[config.mk]
export PLATFORM = sky130hd
export DESIGN_NAME = hazard_ctrl
export DESIGN_NICKNAME = d
export VERILOG_FILES = /design/src/rtl/hazard_pkg.sv /design/src/rtl/hazard_ctrl_fwd_mux_sel.sv /design/src/rtl/hazard_ctrl.sv
export SDC_FILE = /design/constraint.sdc
export NUM_CORES = 1
export LEC_CHECK = 0
export CAP_MARGIN = 10
export CORE_AREA = 2 2 43 45
export CTS_BUF_LIST = sky130_fd_sc_hd__clkbuf_8
export DETAILED_ROUTE_END_ITERATION = 8
export DIE_AREA = 0 0 45 47
export PLACE_DENSITY = 0.89
export SLEW_MARGIN = 20
export SYNTH_ARGS = -nofsm -noshare
export SYNTH_HDL_FRONTEND = slang
export SYNTH_SLANG_ARGS = --single-unit
[constraint.sdc]
create_clock -name clk -period 2.2 [get_ports clk]
set_input_delay 0.66 -clock clk [delete_from_list [all_inputs] [get_ports clk]]
set_output_delay 0.66 -clock clk [all_outputs]
set_load 0.005 [all_outputs]
[src/rtl/hazard_pkg.sv]
// Shared types and constants for the pipeline hazard controller.
package hazard_pkg;

    typedef enum logic [1:0] {
        FWD_RF = 2'b00,
        FWD_W  = 2'b01,
        FWD_M  = 2'b10
    } fwd_sel_t;

    typedef enum logic {
        RUN   = 1'b0,
        FLUSH = 1'b1
    } hz_state_t;

    // R15 holds the PC and is never a forwarding target.
    localparam logic [3:0] PC_REG = 4'hF;

    function automatic logic fwd_hit(input logic       we,
                                     input logic [3:0] wa,
                                     input logic [3:0] ra);
        return we && (wa == ra) && (ra != PC_REG);
    endfunction

endpackage

[src/rtl/hazard_ctrl_fwd_mux_sel.sv]
// Per-operand forward select for the execute stage; M beats W.
module fwd_mux_sel
    import hazard_pkg::*;
(
    input  logic [3:0] ra_e,
    input  logic [3:0] wa_m,
    input  logic [3:0] wa_w,
    input  logic       reg_write_m,
    input  logic       reg_write_w,
    output fwd_sel_t   fwd_sel
);

    always_comb begin
        fwd_sel = FWD_RF;
        if (fwd_hit(reg_write_m, wa_m, ra_e)) begin
            fwd_sel = FWD_M;
        end else if (fwd_hit(reg_write_w, wa_w, ra_e)) begin
            fwd_sel = FWD_W;
        end
    end

endmodule

[src/rtl/hazard_ctrl.sv]
// Hazard controller: forwarding selects, load-use stall, branch flush sequencing.
// Define HAZARD_PERF_EN to add saturating StallCnt/FlushCnt performance counters.
//
// state | meaning
// RUN   | normal issue; load-use stalls and branch flushes decoded from inputs
// FLUSH | squashing wrong-path instructions after a taken branch; cnt counts down
module hazard_ctrl
    import hazard_pkg::*;
#(
    parameter int FLUSH_CYCLES = 2,
    parameter int CNT_W        = 16
)
(
    input  logic             clk,
    input  logic             rst,
    input  logic [3:0]       RA1D,
    input  logic [3:0]       RA2D,
    input  logic [3:0]       RA1E,
    input  logic [3:0]       RA2E,
    input  logic [3:0]       WA3E,
    input  logic [3:0]       WA3M,
    input  logic [3:0]       WA3W,
    input  logic             RegWriteE,
    input  logic             RegWriteM,
    input  logic             RegWriteW,
    input  logic             MemtoRegE,
    input  logic             BranchTakenE,
    output logic [1:0]       ForwardAE,
    output logic [1:0]       ForwardBE,
    output logic             StallF,
    output logic             StallD,
    output logic             FlushD,
    output logic             FlushE
`ifdef HAZARD_PERF_EN
    ,
    output logic [CNT_W-1:0] StallCnt,
    output logic [CNT_W-1:0] FlushCnt
`endif
);

    localparam logic [2:0] FLUSH_INIT = 3'(FLUSH_CYCLES - 1);

    if (FLUSH_CYCLES < 1 || FLUSH_CYCLES > 7 || CNT_W < 1) begin : g_param_check
        $error("hazard_ctrl: FLUSH_CYCLES must be 1..7 and CNT_W >= 1");
    end

    fwd_sel_t  fwd_a;
    fwd_sel_t  fwd_b;
    hz_state_t state_q;
    hz_state_t state_d;
    logic [2:0] cnt_q;
    logic [2:0] cnt_d;
    logic       ldrstall;
    logic       stall;

    fwd_mux_sel u_fwd_a (
        .ra_e        (RA1E),
        .wa_m        (WA3M),
        .wa_w        (WA3W),
        .reg_write_m (RegWriteM),
        .reg_write_w (RegWriteW),
        .fwd_sel     (fwd_a)
    );

    fwd_mux_sel u_fwd_b (
        .ra_e        (RA2E),
        .wa_m        (WA3M),
        .wa_w        (WA3W),
        .reg_write_m (RegWriteM),
        .reg_write_w (RegWriteW),
        .fwd_sel     (fwd_b)
    );

    assign ForwardAE = fwd_a;
    assign ForwardBE = fwd_b;

    assign ldrstall = MemtoRegE & RegWriteE & ((RA1D == WA3E) | (RA2D == WA3E));

    always_ff @(posedge clk) begin
        if (rst) begin
            state_q <= RUN;
            cnt_q   <= 3'd0;
        end else begin
            state_q <= state_d;
            cnt_q   <= cnt_d;
        end
    end

    always_comb begin
        state_d = state_q;
        cnt_d   = cnt_q;
        stall   = 1'b0;
        FlushD  = 1'b0;
        FlushE  = 1'b0;
        case (state_q)
            RUN: begin
                // A taken branch squashes the stalled consumer, so it wins.
                FlushD = BranchTakenE;
                FlushE = BranchTakenE | ldrstall;
                stall  = ldrstall & ~BranchTakenE;
                if (BranchTakenE && (FLUSH_CYCLES > 1)) begin
                    state_d = FLUSH;
                    cnt_d   = FLUSH_INIT;
                end
            end
            FLUSH: begin
                FlushD = 1'b1;
                FlushE = 1'b1;
                cnt_d  = cnt_q - 3'd1;
                if (cnt_q == 3'd1) begin
                    state_d = RUN;
                end
            end
            default: begin
                state_d = RUN;
                cnt_d   = 3'd0;
            end
        endcase
    end

    assign StallF = stall;
    assign StallD = stall;

`ifdef HAZARD_PERF_EN
    always_ff @(posedge clk) begin
        if (rst) begin
            StallCnt <= '0;
            FlushCnt <= '0;
        end else begin
            if (StallD && (StallCnt != '1)) begin
                StallCnt <= StallCnt + CNT_W'(1);
            end
            if (FlushE && (FlushCnt != '1)) begin
                FlushCnt <= FlushCnt + CNT_W'(1);
            end
        end
    end
`endif

endmodule

* Yosys cells after proc, flatten, opt, wreduce, memory -nomap -nowiden
Index checks and enable logic that the tools add are counted.
** Operators by class
- Bitwise gates (word level) :: 7
- Reductions and logical operators :: 8
- Equal/unequal tests :: 10
- Mux-type cells :: 12
- $add $sub $neg :: 1
** Operator list (count)
- $eq 4x4->1 :: 6
- $logic_and 1x1->1 :: 8
- $ne 4x4->1 const B :: 2
- $pmux 1 s2 :: 3
- $pmux 3 s2 :: 1
- $mux 1 :: 5
- $mux 2 :: 2
- $and 1x1->1 :: 3
- $eq 3x1->1 const B :: 1
- $mux 3 :: 1
- $sub 3x1->3 const B :: 1
- $ne 2x2->1 const B :: 1
- $not 1->1 :: 2
- $or 1x1->1 :: 2
** Word-level totals
- Logic and storage cells :: 40
- Input port bits :: 35
- Register bits :: 4

* Depth between registers and ports, before layout
- Word-level depth :: 5
- Depth in mapped cells :: 5
- Gate-level depth less buffers :: 5

* By module
From an unflattened synthesis, not the netlist that was laid out.
** Second synthesis, totals
- Cell total of the unflattened synthesis :: 70
- Area total of the unflattened synthesis :: 524.3 um^2
** By module, submodules not included
- hazard_ctrl :: area an instance 291.5 um^2, sequential area each 80.1 um^2, cells an instance 36, instances 1
- fwd_mux_sel :: area an instance 116.4 um^2, sequential area each 0.0 um^2, cells an instance 17, instances 2

* Least setup slack after synthesis
Ideal clock, no wire load.
- Kind :: input port to output port
- Start :: input RA1D[2]
- End :: output StallF
- Path buffers :: 1
- Arrival :: 1.473 ns
- Stages :: 5
- Path slack :: 0.067 ns
- Cells stage by stage :: xor2_1 nor4_1 o211ai_1 nor2_1 buf_4
** Between the ends
- Longest elaborated chain between the ends :: 5
** Ends and longest elaborated chain
- start: declaration :: RTL line hazard_ctrl.sv:16 : input logic [3:0] RA1D,
- $eq 4x4->1 :: RTL line hazard_ctrl.sv:77 : assign ldrstall = MemtoRegE & RegWriteE & ((RA1D == WA3E) | (RA2D == WA3E));
- $or 1x1->1 :: RTL line hazard_ctrl.sv:77
- $and 1x1->1 :: RTL line hazard_ctrl.sv:77
- $and 1x1->1 :: RTL line hazard_ctrl.sv:100 : stall = ldrstall & ~BranchTakenE;
- $mux 1 :: RTL line hazard_ctrl.sv:95 : case (state_q)
- end: declaration :: RTL line hazard_ctrl.sv:30 : output logic StallF,
Every way passes these cells.

* Final worst setup path
- Start :: input RA1D[1]
- End :: output StallF
The elaborated chain is that of the path after synthesis.

==> reports/metrics.csv <==
metric;value;unit
place.gp.congestion;0.778;
via_per_inst;4.99;
synth_top_family_by_area;XOR/XNOR gates;
synthAdderAreaFrac;0.0491;
max_cap_violations;0;
ir_drop;0.000177;V
hold_path.class;reg2reg;
grt-ovfl-total;0;
synth_xor_area_frac;0.344;
final_common_cell;buf_2;
cts_buffers;3;
insertion_delay;0.22;ns
layout_common_cells;buf_2 (18), xnor2_1 (8), xor2_1 (8);
antenna_left;0;
crit_arrival;1.67;ns
dieWidth;45;microns
wl_met2;961;microns
fin_nets;160;
violations;negative setup slack;
die-area;2120;sq um
cts_num_sinks;4;
path_class;in2out;
fin_crit;2.33;ns
slowest_stage;nor4_2;
drt-met1-wl;575;microns
grt_pass1_wl;2600;microns
multi_input_area;480;sq um
cts_root_buf;clkbuf_8;
avgSynthCellArea;7.27;sq um
synth_mux_area_frac;0;
totalWireLength;1720;microns
fmax;430;MHz
fill_cells;171;
holdBufCountCts;0;
critPathCaptureType;output pin;
critPathTopFamily;buffers and inverters;
ios;43;
status;complete, but fails checks;
highest_layer;met4;
rsz0062_at_grt;true;
drive_gt1_frac;0.463;
cts.htree.levels;1;
core-area;1650;sq um
diodes;0;
synth-seq-cells;4;
yosysWarnings;0;
wl_met3;140;microns
setup_ws;-0.127;ns
cts_tree;built;
finalSetupViolCount;2;
crit_buf_inv;3;
rows;15;
synth_compound_area_frac;0.111;
clockBufferDepth;2;
io_buffer_count;42;
cp_max_fo;2;
syn_nets;107;
wl_per_cell;12.4;microns
first_iter_violations;2;
floorplan.initialDensity;0.308;
placedInstanceArea;958;sq um
synth.distinct_cells;22;
worst_slew_margin_rel;0.851;
drc;0;
cpPeakStageDelay;0.28;ns
path_cells;buf_6 -> xor2_1 -> nor4_2 -> o211ai_1 -> buf_4 -> nor2_4 -> buf_2;
p_leak;0.451;nW
startpoint_type;input port;
grt_pass1_vias;680;
synthesis.area;509;sq um
grt_max_degree;8;
required;1.54;ns
fin_crit_sh;1.06;
first_pass_iters;4;
fin_area;993;sq um
clock_skew;0.00396;ns
final_hold_viol_count;0;
regArea;80.1;sq um
syn_inst;70;
tightest_slew;0.223;ns
synth_simple_gate_area_frac;0.302;
vias;689;
area_delta_synth_final;95.1;%
clkTransAtPathRegs;0.03;ns
total_power;0.401;mW
dpl.hpwl;1420;microns
power.density;403;nW/um^2
grt_use_total;0.175;
synth_seq_area_share;0.157;
die_h;47;microns
antenna_found_initial;0;
slew_viol_final;0;
## synthesized netlist by cell type
master / n / share of area
inv_1: 3 / 0.022
nand2_1: 4 / 0.029
nor2b_1: 1 / 0.012
xnor2_1: 12 / 0.21
a31oi_1: 2 / 0.025
xor2_1: 8 / 0.14
nand3_1: 4 / 0.039
o31a_1: 1 / 0.017
a21oi_1: 3 / 0.029
dfxtp_1: 4 / 0.16
o211ai_1: 1 / 0.015
or2_2: 2 / 0.025
nor2_1: 9 / 0.066
buf_4: 1 / 0.015
ha_1: 2 / 0.049
nand2b_1: 1 / 0.012
nor4_1: 2 / 0.025
nand4_1: 4 / 0.049
nor3_1: 3 / 0.029
o21ai_0: 1 / 0.0098
nand3b_1: 1 / 0.015
a211oi_1: 1 / 0.015
## per-layer routing
metal	GRT usage	vias up
li1	-	345
met1	0.141	307
met2	0.369	33
met3	0.0500	4
met4	0.0941	0
met5	0	-
## worst paths after layout
check                               from  endpoint  slack, ns  cells past startpoint
worst max-delay path             RA1D[1]    StallF      -0.13                      7
worst min-delay path            cnt_q[2]  cnt_q[2]       0.50                      2
worst max register to register   state_q  cnt_q[2]       1.09                      5
worst min register to register  cnt_q[2]  cnt_q[2]       0.50                      2
## cells by family (layout without fill, tap and decap cells)
| kind of cell | count (synthesis) | after routing |
|---|---|---|
| AND/OR/NAND/NOR | 31 | 31 |
| XOR/XNOR | 20 | 20 |
| AO/OA/AOI/OAI | 9 | 9 |
| flip-flops | 4 | 4 |
| buffers and inverters | 4 | 55 |
| adder cells (fa/ha/maj) | 2 | 2 |
## worst register-to-register path, stage by stage (launching register included)
cell     delay [ns]
dfxtp_1        0.43
nor2_2         0.07
buf_4          0.13
buf_4          0.13
o21ai_0        0.15
a21oi_1        0.08
## sequential cells by signal, summed over array words and instances (netlist names)
register  cells
cnt_q         3
state_q       1
## power breakdown
group	switching, mW	internal (mW)	total [mW]	leakage, nW
Combinational	0.0692	0.0943	0.164	0.396
Sequential	0.00597	0.0794	0.0854	0.0331
Clock	0.0354	0.116	0.152	0.0216
## metrics by stage
stage / hold slack, ns / setup TNS, ns / cells / setup slack, ns / utilization
after floorplan: 0.452 / 0 / 70 / 0.0673 / -
after global placement: 0.471 / -5.18 / 130 / -0.781 / 0.580
after detailed placement: 0.497 / -5.47 / 130 / -0.852 / 0.580
after CTS: 0.507 / -0.347 / 138 / -0.174 / 0.602
after global routing: 0.531 / -0.436 / 138 / -0.192 / 0.602
final: 0.501 / -0.254 / 138 / -0.127 / 0.602
## area by class of cell
class                      instances  share of cell area
sequential                         4              0.0806
timing repair buffer              49               0.361
clock buffer                       3              0.0416
tap                               17              0.0214
multi-input combinational         62               0.484
inverter                           3              0.0113
## timing repair
action,4_1_cts,5_1_grt
gates resized for setup,117,31
pin swaps,24,26
endpoints found under the setup margin,8,7
setup buffers,5,0
Power figures use the tool's default switching activity.
